`src/rtl/seg_result_scan.sv`:
```
// rtl/seg_result_scan.sv - multiplexed 4-digit seven-segment display of an add/subtract result
// Latches sum/carry/overflow/mode on load and scans one active-low digit per REFRESH_DIV cycles.
module seg_result_scan #(
  parameter int REFRESH_DIV = 4
) (
  input  logic       clk,
  input  logic       rst,
  input  logic       load,
  input  logic [3:0] s,
  input  logic       cout,
  input  logic       v,
  input  logic       m,
  output logic [3:0] an,
  output logic [6:0] seg,
  output logic       err
);

  localparam logic [15:0] CNT_MAX   = 16'(REFRESH_DIV - 1);
  localparam logic [3:0]  SYM_DASH  = 4'd10;
  localparam logic [3:0]  SYM_E     = 4'd11;
  localparam logic [3:0]  SYM_BLANK = 4'd15;

  logic [15:0] cnt_q, cnt_d;
  logic [1:0]  idx_q, idx_d;
  logic [3:0]  s_q, s_d;
  logic        cout_q, cout_d;
  logic        v_q, v_d;
  logic        m_q, m_d;
  logic [3:0]  an_q, an_d;
  logic [6:0]  seg_q, seg_d;
  logic        err_q, err_d;

  logic [4:0]  value;
  logic [3:0]  tens;
  logic [3:0]  units;
  logic [3:0]  mag;
  logic [3:0]  sym0, sym1, sym2, sym3;
  logic [3:0]  sym_sel;

  function automatic logic [6:0] seg_code(input logic [3:0] sym);
    logic [6:0] code;
    case (sym)
      4'd0:    code = 7'b1000000;
      4'd1:    code = 7'b1111001;
      4'd2:    code = 7'b0100100;
      4'd3:    code = 7'b0110000;
      4'd4:    code = 7'b0011001;
      4'd5:    code = 7'b0010010;
      4'd6:    code = 7'b0000010;
      4'd7:    code = 7'b1111000;
      4'd8:    code = 7'b0000000;
      4'd9:    code = 7'b0010000;
      4'd10:   code = 7'b0111111;
      4'd11:   code = 7'b0000110;
      default: code = 7'b1111111;
    endcase
    return code;
  endfunction

  always_ff @(posedge clk) begin
    if (rst) begin
      cnt_q  <= '0;
      idx_q  <= '0;
      s_q    <= '0;
      cout_q <= 1'b0;
      v_q    <= 1'b0;
      m_q    <= 1'b0;
      an_q   <= 4'b1111;
      seg_q  <= 7'b1111111;
      err_q  <= 1'b0;
    end else begin
      cnt_q  <= cnt_d;
      idx_q  <= idx_d;
      s_q    <= s_d;
      cout_q <= cout_d;
      v_q    <= v_d;
      m_q    <= m_d;
      an_q   <= an_d;
      seg_q  <= seg_d;
      err_q  <= err_d;
    end
  end

  always_comb begin
    cnt_d = cnt_q + 16'd1;
    idx_d = idx_q;
    if (cnt_q == CNT_MAX) begin
      cnt_d = '0;
      idx_d = idx_q + 2'd1;
    end
  end

  always_comb begin
    s_d    = s_q;
    cout_d = cout_q;
    v_d    = v_q;
    m_d    = m_q;
    if (load) begin
      s_d    = s;
      cout_d = cout;
      v_d    = v;
      m_d    = m;
    end
  end

  // Unsigned value split into decimal digits; signed value reduced to magnitude.
  always_comb begin
    value = {cout_q, s_q};
    tens  = 4'd0;
    units = value[3:0];
    if (value >= 5'd30) begin
      tens  = 4'd3;
      units = 4'(value - 5'd30);
    end else if (value >= 5'd20) begin
      tens  = 4'd2;
      units = 4'(value - 5'd20);
    end else if (value >= 5'd10) begin
      tens  = 4'd1;
      units = 4'(value - 5'd10);
    end
    mag = s_q[3] ? (~s_q + 4'd1) : s_q;
  end

  always_comb begin
    sym0 = SYM_BLANK;
    sym1 = SYM_BLANK;
    sym2 = SYM_BLANK;
    sym3 = SYM_BLANK;
    if (!m_q) begin
      sym0 = units;
      sym1 = (tens == 4'd0) ? SYM_BLANK : tens;
    end else if (!v_q) begin
      sym0 = mag;
      sym2 = s_q[3] ? SYM_DASH : SYM_BLANK;
    end else begin
      sym3 = SYM_E;
    end
  end

  always_comb begin
    case (idx_q)
      2'd0:    sym_sel = sym0;
      2'd1:    sym_sel = sym1;
      2'd2:    sym_sel = sym2;
      default: sym_sel = sym3;
    endcase
    an_d  = ~(4'b0001 << idx_q);
    seg_d = seg_code(sym_sel);
    err_d = m_q & v_q;
  end

  assign an  = an_q;
  assign seg = seg_q;
  assign err = err_q;

endmodule

```
`config.mk`:
```
export PLATFORM = sky130hd
export DESIGN_NAME = seg_result_scan
export DESIGN_NICKNAME = d
export VERILOG_FILES = /design/src/rtl/seg_result_scan.sv
export SDC_FILE = /design/constraint.sdc
export NUM_CORES = 1
export LEC_CHECK = 0
export ABC_AREA = 1
export BUFFER_PORTS_ARGS = -buffer_cell sky130_fd_sc_hd__buf_2
export CAP_MARGIN = 20
export CELL_PAD_IN_SITES_DETAIL_PLACEMENT = 0
export CELL_PAD_IN_SITES_GLOBAL_PLACEMENT = 1
export CORE_UTILIZATION = 42
export CTS_CLUSTER_SIZE = 40
export DETAILED_ROUTE_END_ITERATION = 8
export PLACE_DENSITY_LB_ADDON = 0.1
export SYNTH_ARGS = -nofsm -noshare
export SYNTH_HDL_FRONTEND = slang
export SYNTH_SLANG_ARGS = --single-unit
```
`constraint.sdc`:
```
create_clock -name clk -period 2.6 [get_ports clk]
set_clock_uncertainty 0.2 [all_clocks]
set_input_delay 0.78 -clock clk [delete_from_list [all_inputs] [get_ports clk]]
set_output_delay 0.78 -clock clk [all_outputs]
set_load 0.01 [all_outputs]
```
==> results by group, run 1 <==
Outcome
  – Run status: finished clean

Timing
  – Worst setup margin: 200 ps
  – Crit path time final: 2400 ps
  – Final hold vios: 0
  – Max-slew headroom: 0.708
  – Period Utilization, post-route: 0.923
  – RSZ-0062 raised after global routing: no
  – Final Setup Violations: 0
  – Peak Freq: ~420 MHz
  – Slew Viols, Final: 0
  – Worst-margin pin slew: 438 ps

Logic synthesis
  – Netlist cell types: 33
  – Yosys top cell area share: 0.356
  – Seq/Total Area, Yosys: 0.356
  – Number of synthesized register bits: 37
  – Syn Std Cell Area: 2080 sq um
  – Syn avg cell area: a little over 7 sq um
  – Cell count after synthesis: 291
  – Yosys warns: 0
  – Syn_nets: 320
  – Largest area contributor in the netlist: dfxtp_1
  – Synth top area cells: dfxtp_1 (36%), nand2_1 (13%), ha_1 (11%), inv_1 (6.7%), nand3_1 (5.3%)

Worst setup path
  – Worst-path fanout max: 6
  – R2R Setup Slk: 200 ps
  – CP Cell Sequence: inv_2 -> ha_1 -> inv_1 -> a21oi_4 -> nand2_2 -> nand2_2 -> nand2_1 -> nand2_1 -> nand3_1 -> a21oi_2 -> inv_1 -> ha_1 -> nand2_1 -> nand2_1 -> nor2_2 -> nand2_1
  – R2R Path End: seg[3]
  – Critical Path AT: 2380 ps
  – Max stage delay on crit path: around 360 ps
  – R2r worst-path depth: 16
  – Critical path's most frequent cell: nand2_1
  – Data required, critical path: 2580 ps
  – Critical setup path kind: reg -> reg
  – Worst R2R Start: s_q[1]
  – Slowest-stage cell, CP: dfxtp_2
  – CP startpoint kind: flip-flop
  – Crit. End Element: flip-flop
  – Crit path launch: s_q[1]

Clock tree
  – CTS root buf: clkbuf_8
  – Clock sink total: 37
  – Clk Latency, worst-skew pair: 280 ps
  – H-Tree Depth: 2
  – CTS buffer count: 5
  – Reg clk slew, reported paths: roughly 80 ps
  – CTS tree: built
  – Clk buf depth: 2

Cells and area
  – Non-Filler Instances: 392
  – # diodes: 0
  – Most common cell after layout, fill and taps aside: nand2_1
  – Util after Layout: 0.509
  – Finished Cell Area: 2420 sq um
  – Fraction of layout cells with a size suffix above 1: 0.194
  – Syn-to-layout area delta: 16.2%
  – Fin nets: 353
  – Commonest non-fill, non-tap cells in the layout: nand2_1 (71), inv_1 (35), dfxtp_1 (35), nor2_1 (25), nand3_1 (22)

Floorplanning
  – Area of the core: ~4800 sq um
  – IO Pins: 22
  – Die X: 72.4 um
  – Full die area: ~5200 sq um
  – Row count: 25
  – Initial Utilization: 0.438
  – Chip Height: approximately 72 um

GRT
  – Global routing met1 resource utilization: 0.232
  – Largest net degree at the start of global routing: 17
  – Antenna violations before repair: 0
  – GRT overflow: 0
  – First-pass GRT wire length: slightly above 7 mm
  – GRT Total Usage: 0.175
  – Most used routing layer: met2
  – Grt met3 use: 0.0403
  – Vias in the first global route: 1650
  – Routing usage on met2: 0.282

Route
  – First drt pass iteration count: 5
  – Vias: 1795
  – DRT iter0 DRCs: 70
  – DRC viols: 0
  – Vias per inst: between 4 and 5
  – Post-route ant nets: 0
  – Drt wl/cell: ~10 um
  – Routed WL: 4.07 mm

Power
  – Cell area power density: 587 nW/um^2
  – Peak VDD IR: approximately 0.35 mV
  – Leakage power: between 1 and 1.5 nW

Placement
  – Post-placement setup slack: -26.2 ps
  – Area after DPL: about 2300 sq um
  – Gpl congestion: 0.861
  – Placed cells: 379
  – I/O Buffers: 21
  – HPWL after detailed placement: 3.27 mm

Hold path
  – Hold Path Stages: 1
  – Worst Hold Class: reg -> reg
  – Worst Hold Endpoint: cnt_q[0]
  – Hold path startpoint: cnt_q[0]

Run
  – MaxCap Viol Count: 0
==> critical path, delay by kind of cell, from the launching register on <==
kind | cells | cell delay [ps]
simple gates | 9 | 730
fa+ha+maj | 2 | 390
flops | 1 | 360
compound gates | 2 | 360
buf+inv | 3 | 260
==> sequential cells by signal, summed over array words and instances (netlist names) <==
signal	flops
cout_q	1
v_q	1
err	1
s_q	4
cnt_q	16
an	4
seg	7
idx_q	2
m_q	1
==> synth_stat cells <==
cell type	number
o21a_1	1
clkbuf_1	2
nor4_1	2
dfxtp_1	37
a211oi_1	1
or2_0	1
nand2_1	72
a21oi_2	2
nor3_4	1
o21ai_1	1
inv_2	3
ha_1	19
nor3b_2	1
a21oi_1	18
nor2_2	3
a31oi_1	1
nor2_1	25
nand3_2	1
nand3_1	22
o21ai_0	18
buf_6	1
nor3_2	2
xnor2_1	1
a21boi_1	1
nor3b_1	1
nand4_1	2
inv_1	37
buf_2	1
nor3_1	3
inv_4	1
nor2_4	1
nand2_2	5
xor2_1	4
==> how the worst max path moves through the flow <==
| stage | end | slack [ps] | cells after the start |
|---|---|---|---|
| floorplan | seg[0] | 320 | 16 |
| global placement | seg[3] | -10 | 17 |
| detailed placement | seg[0] | -30 | 16 |
| CTS | seg[0] | 20 | 16 |
| global route | seg[3] | 10 | 16 |
| finish | seg[3] | 200 | 16 |
==> logic make-up after synthesis <==
| family | count (synthesis) | synth area share |
|---|---|---|
| AND/OR/NAND/NOR | 142 | 0.311 |
| buffers and inverters | 45 | 0.0865 |
| AO/OA/AOI/OAI | 43 | 0.111 |
| flip-flops | 37 | 0.356 |
| adder cells (fa/ha/maj) | 19 | 0.114 |
| XOR/XNOR | 5 | 0.0210 |
==> through the flow <==
stage	setup TNS, ps	total power [mW]	hold slack [ps]
2_1_floorplan	0	0.925	217
3_3_place_gp	-26.7	1.03	231
3_5_place_dp	-73.3	1.03	240
4_1_cts	0	1.42	258
5_1_grt	0	1.53	280
6_report	0	1.42	253
==> where the power goes <==
| group | internal (mW) | switching (mW) |
|---|---|---|
| registers | 0.617 | 0.0252 |
| clock network | 0.185 | 0.201 |
| logic | 0.156 | 0.236 |
==> repair_timing <==
item,CTS,global route
endpoints found under the setup margin,3,7
gates resized for setup,2,6
buffers inserted,0,5
pin swaps,0,2
hold buffers,0,0
==> layer usage <==
layer  vias to the layer above  part of all wire
met5                         -                 0
met3                         4             0.032
met1                       764              0.53
met2                        35              0.43
met4                         0             0.011
li1                        992                 -
==> final cells by class <==
| cell class | instances | area (sq um) |
|---|---|---|
| Multi-Input combinational cell | 209 | 1170 |
| Clock buffer | 5 | 68.8 |
| Clock inverter | 3 | 17.5 |
| Tap cell | 67 | 83.8 |
| Timing Repair Buffer | 30 | 173 |
| Fill cell | 503 | 2340 |
| Sequential cell | 37 | 746 |
| Inverter | 41 | 159 |
No activity file was read; power rests on OpenSTA's default activity.
==> run 2: changes to the inputs <==
--- a/config.mk
+++ b/config.mk
@@ -5,12 +5,11 @@
 export SDC_FILE = /design/constraint.sdc
 export NUM_CORES = 1
 export LEC_CHECK = 0
-export ABC_AREA = 1
 export BUFFER_PORTS_ARGS = -buffer_cell sky130_fd_sc_hd__buf_2
 export CAP_MARGIN = 20
 export CELL_PAD_IN_SITES_DETAIL_PLACEMENT = 0
 export CELL_PAD_IN_SITES_GLOBAL_PLACEMENT = 1
-export CORE_UTILIZATION = 42
+export CORE_UTILIZATION = 45
 export CTS_CLUSTER_SIZE = 40
 export DETAILED_ROUTE_END_ITERATION = 8
 export PLACE_DENSITY_LB_ADDON = 0.1
==> run 2 against run 1 <==
Against the previous run: the run now ends with DRC left; critical path depth is 7 lower; routed wire length rose by 16%; sequential power decreased by 0.8%; clock power is 57% higher; die area shrank 5.1%; core utilization is 6.5 points higher; via count fell by 4.7%; area after synthesis increased by 1.6%; largest power group unchanged; highest routed layer unchanged.
==> results by group, run 2 <==
Logic synthesis
  – Number of synthesized flops with an enable pin: 0
  – Yosys warns: 0
  – Seq/Total Area, Yosys: 0.350
  – Netlist cell types: 52
  – Most frequent cell after synthesis: dfxtp_1
  – Cell count after synthesis: 233
  – Yosys top cell area share: 0.350
  – Largest area contributor in the netlist: dfxtp_1
  – Syn Std Cell Area: 2110 sq um
  – Post-synth top flop: dfxtp_1
  – Syn_nets: roughly 260
  – Ys async rst share: 0
  – Number of synthesized register bits: 37
  – Post-synth top cells: dfxtp_1 (37), nor2_1 (31), ha_1 (19), nand2_1 (15), mux2i_1 (12)
  – Syn avg cell area: 9.08 sq um
  – Synth top area cells: dfxtp_1 (35%), ha_1 (11%), mux2i_1 (5.7%), nor2_1 (5.5%), xor2_1 (4.6%)

Route
  – First drt pass iteration count: 6
  – Post-route ant nets: 0
  – DRT iter0 DRCs: slightly below 100
  – Vias per inst: between 5 and 6
  – Routed WL: 4.71 mm
  – DRC viols: 6
  – Vias: approximately 1700
  – Drt wl/cell: 14.7 um

Timing
  – Period Utilization, post-route: 0.959
  – Crit path time final: 2490 ps
  – Worst-margin pin slew: 429 ps
  – Final Setup Violations: 0
  – Peak Freq: 401 MHz
  – Final hold vios: 0
  – Max-slew headroom: 0.713
  – Slew Viols, Final: 0

Clock tree
  – Clk Latency, worst-skew pair: 290 ps
  – Clock sink total: 37
  – Reg clk slew, reported paths: 80 ps
  – CTS tree: built
  – CTS Hold Bufs: 0
  – CTS buffer count: 5
  – Clk buf depth: 2
  – CTS root buf: clkbuf_8
  – H-Tree Depth: 2

Worst setup path
  – CP startpoint kind: flip-flop
  – Critical Path AT: 2460 ps
  – Critical Path Sink: seg[0]
  – Worst-path fanout max: 5
  – Crit. End Element: flip-flop
  – R2r worst-path depth: 9
  – Data required, critical path: approximately 2600 ps
  – R2R Path End: seg[0]
  – Critical setup path kind: reg -> reg
  – R2R Setup Slk: 110 ps
  – Worst R2R Start: s_q[2]
  – Crit path launch: s_q[2]

Placement
  – Gpl congestion: around 0.82
  – HPWL after detailed placement: about 3.4 mm
  – I/O Buffers: 21
  – Area after DPL: 2330 sq um
  – Placed cells: ~310

Cells and area
  – Biggest register: cnt_q
  – Commonest non-fill, non-tap cells in the layout: dfxtp_1 (34), nor2_1 (31), buf_2 (21), nand2_1 (15), ha_1 (14)
  – # diodes: 0
  – Most common cell after layout, fill and taps aside: dfxtp_1
  – Fraction of layout cells with a size suffix above 1: 0.216
  – Non-Filler Instances: 320
  – Util after Layout: 0.574
  – Finished Cell Area: 2550 sq um
  – Fin nets: 296
  – Filler Cell Count: around 420
  – Max reg flops: 16
  – Syn-to-layout area delta: 20.6%

Run
  – MaxCap Viol Count: 0

Floorplanning
  – Full die area: between 4000 and 5000 sq um
  – Area of the core: 4440 sq um
  – IO Pins: 22
  – Chip Height: between 70 and 80 um
  – Initial Utilization: 0.476
  – Die X: roughly 71 um
  – Row count: 24

GRT
  – First-pass GRT wire length: 8.04 mm
  – Global routing met1 resource utilization: 0.303
  – Most used routing layer: met1
  – Grt met3 use: 0.0427
  – Antenna violations before repair: 0
  – GRT Total Usage: 0.205
  – GRT overflow: 0
  – Largest net degree at the start of global routing: 17
  – Routing usage on met2: 0.293
  – Vias in the first global route: roughly 1700

Hold path
  – Worst Hold Class: reg -> reg

Power
  – Combinational Power Share: 0.220
  – Int Power: 1.15 mW
  – Clock share of power: 0.380
  – Peak VDD IR: 0.445 mV
  – Cell area power density: 624 nW/um^2
  – Sw Share: 0.276
  – Sw Pwr: roughly 0.44 mW
  – Leakage power: about 1.1 nW
  – Reg power frac: 0.400

Outcome
  – Run status: finished, violations left
  – Violated checks: DRC
[run 2: layout make-up]
type | count | area, sq um | share of cell area
Clock buffer | 5 | 68.8 | 0.0270
Clock inverter | 3 | 68.8 | 0.0270
Inverter | 11 | 41.3 | 0.0162
Multi-Input combinational cell | 179 | 1350 | 0.529
Sequential cell | 37 | 749 | 0.294
Tap cell | 52 | 65.1 | 0.0255
Timing Repair Buffer | 33 | 208 | 0.0815
[run 2: per-stage QoR]
stage | worst slack [ps] | hold slack [ps] | TNS, ps | power [mW]
after global placement | 44.3 | 274 | 0 | 0.970
after CTS | 10.5 | 311 | 0 | 1.58
after floorplan | 196 | 250 | 0 | 0.869
final | 108 | 303 | 0 | 1.59
after detailed placement | -28.9 | 285 | -35.0 | 0.969
after global routing | -40.2 | 359 | -78.6 | 1.68
[run 2: cells by family after synthesis]
| kind of cell | Yosys count | share of synthesized area |
|---|---|---|
| XOR/XNOR | 16 | 0.0663 |
| flip-flops | 37 | 0.350 |
| multiplexers | 14 | 0.0675 |
| adder cells (fa/ha/maj) | 19 | 0.112 |
| AND/OR/NAND/NOR | 87 | 0.209 |
| buffers and inverters | 17 | 0.0349 |
| AO/OA/AOI/OAI | 43 | 0.159 |
[run 2: worst min path at each step]
stage | start | end | slack, ps | cells after the start
2_1_floorplan | cnt_q[0] | cnt_q[0] | 250 | 1
3_3_place_gp | cnt_q[0] | cnt_q[0] | 270 | 1
3_5_place_dp | cnt_q[0] | cnt_q[0] | 280 | 1
4_1_cts | cnt_q[0] | cnt_q[0] | 310 | 1
5_1_grt | cnt_q[0] | cnt_q[0] | 360 | 1
6_report | cnt_q[0] | cnt_q[0] | 300 | 1
[run 2: per-layer routing]
metal	vias up	routed length [um]
met5	-	0
li1	891	-
met2	35	1900
met3	12	178
met1	773	2530
met4	0	97
[run 2: power by group through the flow]
stage                     clock network [mW]  registers (mW)  logic, mW
after floorplan                            0           0.660      0.209
after global placement                     0           0.651      0.318
after detailed placement                   0           0.649      0.319
after CTS                              0.619           0.637      0.327
after global routing                   0.645           0.646      0.387
final                                  0.605           0.637      0.350
[run 2: what timing repair did]
item | 4_1_cts | 5_1_grt
pin swaps | 1 | 6
gates resized for setup | 0 | 15
setup buffers | 1 | 2
endpoints found under the setup margin | 3 | 7
[run 2: worst max-delay path, cell delays in order, from the launching register on]
cell and delay [ps]:
dfxtp_4 370, ha_1 230, a22o_1 210, a21o_1 180
mux2i_1 120, o211ai_1 380, inv_1 170, ha_2 200
mux2i_1 180, a22oi_1 120
==> run 3: changes to the inputs <==
--- a/config.mk
+++ b/config.mk
@@ -9,7 +9,7 @@
 export CAP_MARGIN = 20
 export CELL_PAD_IN_SITES_DETAIL_PLACEMENT = 0
 export CELL_PAD_IN_SITES_GLOBAL_PLACEMENT = 1
-export CORE_UTILIZATION = 45
+export CORE_UTILIZATION = 40
 export CTS_CLUSTER_SIZE = 40
 export DETAILED_ROUTE_END_ITERATION = 8
 export PLACE_DENSITY_LB_ADDON = 0.1
==> constraint.sdc (replaced) <==
create_clock -name clk -period 2 [get_ports clk]
set_clock_uncertainty 0.2 [all_clocks]
set_input_delay 0.6 -clock clk [delete_from_list [all_inputs] [get_ports clk]]
set_output_delay 0.6 -clock clk [all_outputs]
set_load 0.01 [all_outputs]
==> run 3 against run 2 <==
Against the previous run: maximum frequency up 0.16%; sequential power up 30%; non-clock buffer count up 37; critical path depth unchanged; critical endpoint is now seg[4]; final cell count up 17%; via count up 8.1%; the run ends with setup timing left; worst hold slack better by 18 ps; global-route usage down 0.78 points; flip-flop and latch count unchanged.
==> results by group, run 3 (synthesis results as in run 2) <==
Outcome
  – Run status: finished, violations left
  – Violated checks: setup timing

Power
  – Peak VDD IR: 0.367 mV
  – Cell area power density: ~670 nW/um^2
  – Final Power: ~1.9 mW
  – Leakage power: between 1 and 1.5 nW

Clock tree
  – CTS tree: built
  – CTS buffer count: 5
  – Clk buf depth: 2
  – Clk Latency, worst-skew pair: 290 ps
  – CTS Hold Bufs: 0
  – H-Tree Depth: 2
  – Clock sink total: 37
  – CTS root buf: clkbuf_8
  – Reg clk slew, reported paths: ~70 ps

Worst setup path
  – Critical setup path kind: reg -> reg
  – Worst-path fanout max: 6
  – Worst R2R Start: s_q[1]
  – Crit path launch: s_q[1]
  – Data required, critical path: roughly 2000 ps
  – CP startpoint kind: flip-flop
  – Crit. End Element: flip-flop
  – Critical Path AT: 2490 ps

Cells and area
  – Non-Filler Instances: between 300 and 400
  – Syn-to-layout area delta: 37.7%
  – Max reg flops: 16
  – Fraction of layout cells with a size suffix above 1: 0.351
  – Biggest register: cnt_q
  – Fin nets: approximately 330
  – # diodes: 0
  – Most common cell after layout, fill and taps aside: buf_4
  – Commonest non-fill, non-tap cells in the layout: buf_4 (47), dfxtp_1 (34), nor2_1 (30), buf_2 (21), nand2_1 (15)

Floorplanning
  – Chip Height: between 70 and 80 um
  – Row count: 26
  – IO Pins: 22
  – Initial Utilization: 0.414
  – Full die area: 5580 sq um
  – Area of the core: 5110 sq um
  – Die X: 74.7 um

GRT
  – GRT Total Usage: 0.197
  – First-pass GRT wire length: 8.25 mm
  – Largest net degree at the start of global routing: 17
  – Antenna violations before repair: 0
  – Vias in the first global route: 1853
  – GRT overflow: 0

Timing
  – Crit path time final: around 2500 ps
  – Worst-margin pin slew: 397 ps
  – Period Utilization, post-route: 1.24
  – Final hold vios: 0
  – Max-slew headroom: 0.728
  – RSZ-0062 raised after global routing: yes
  – Peak Freq: 402 MHz
  – Slew Viols, Final: 0
  – Worst setup margin: -488 ps
  – Final Setup Violations: 7

Route
  – Vias per inst: 4.93
  – Post-route ant nets: 0
  – Routed WL: 4.99 mm
  – DRT iter0 DRCs: 50
  – Drt wl/cell: 13.3 um
  – First drt pass iteration count: 4
  – DRC viols: 0
  – Vias: 1849

Placement
  – Placed cells: 363
  – Gpl congestion: 0.793
  – HPWL after detailed placement: 3.64 mm
  – I/O Buffers: 21

Hold path
  – Hold path startpoint: cnt_q[15]
  – Worst Hold Class: reg -> reg

Run
  – MaxCap Viol Count: 0
[run 3: cell types whose count changed in the layout (fill, tap and decap cells not counted), sizes merged]
cell / delta
clkbuf: +1
clkinv: +2
bufinv: -2
buf: +37
inv: -1
[run 3: final timing paths]
kind | slack, ps | to | cells past startpoint
max reg2reg | -490 | seg[4] | 9
min reg2reg | 320 | cnt_q[15] | 2
max | -490 | seg[4] | 9
min | 320 | cnt_q[15] | 2
[run 3: metal layers]
layer / vias up / wire [um] / GRT usage
li1: 957 / - / -
met1: 852 / 2330 / 0.233
met2: 30 / 2410 / 0.336
met3: 10 / 133 / 0.0442
met4: 0 / 120 / 0.0964
met5: - / 0 / 0
[run 3: area by class of cell]
class / instances / area [sq um]
inverter: 11 / 46.3
timing repair buffer: 70 / 480
multi-input combinational: 179 / 1470
clock inverter: 2 / 10.0
tap: 70 / 87.6
sequential: 37 / 749
clock buffer: 6 / 72.6
fill: 479 / 2200
[run 3: power by group]
| part | internal [mW] | switching [mW] | leakage [nW] |
|---|---|---|---|
| combinational | 0.308 | 0.298 | 0.915 |
| clock | 0.242 | 0.268 | 0.0450 |
| sequential | 0.792 | 0.0340 | 0.305 |
[run 3: what timing repair did]
item                       CTS  global route
pin swaps                   10            11
gates cloned                 0             0
setup endpoints to repair    7             7
setup buffers                3             2
resized for setup            9            14
[run 3: through the flow]
stage	utilization	hold WS, ps	setup WS [ps]	setup TNS [ps]	instance area, sq um
2_1_floorplan	-	250	-276	-1570	2170
3_3_place_gp	0.522	298	-482	-2940	2670
3_5_place_dp	0.522	301	-482	-3040	2670
4_1_cts	0.553	325	-480	-2950	2830
5_1_grt	0.570	339	-600	-3860	2910
6_report	0.570	321	-488	-3090	2910
[run 3: worst max-delay path, cell delays in order, from the launching register on]
cell and delay (ps):
dfxtp_4 400, ha_4 170, a22o_1 220, a21o_1 180
mux2i_1 120, o211ai_1 370, inv_1 170, ha_4 300
mux2i_1 60, a32oi_1 210
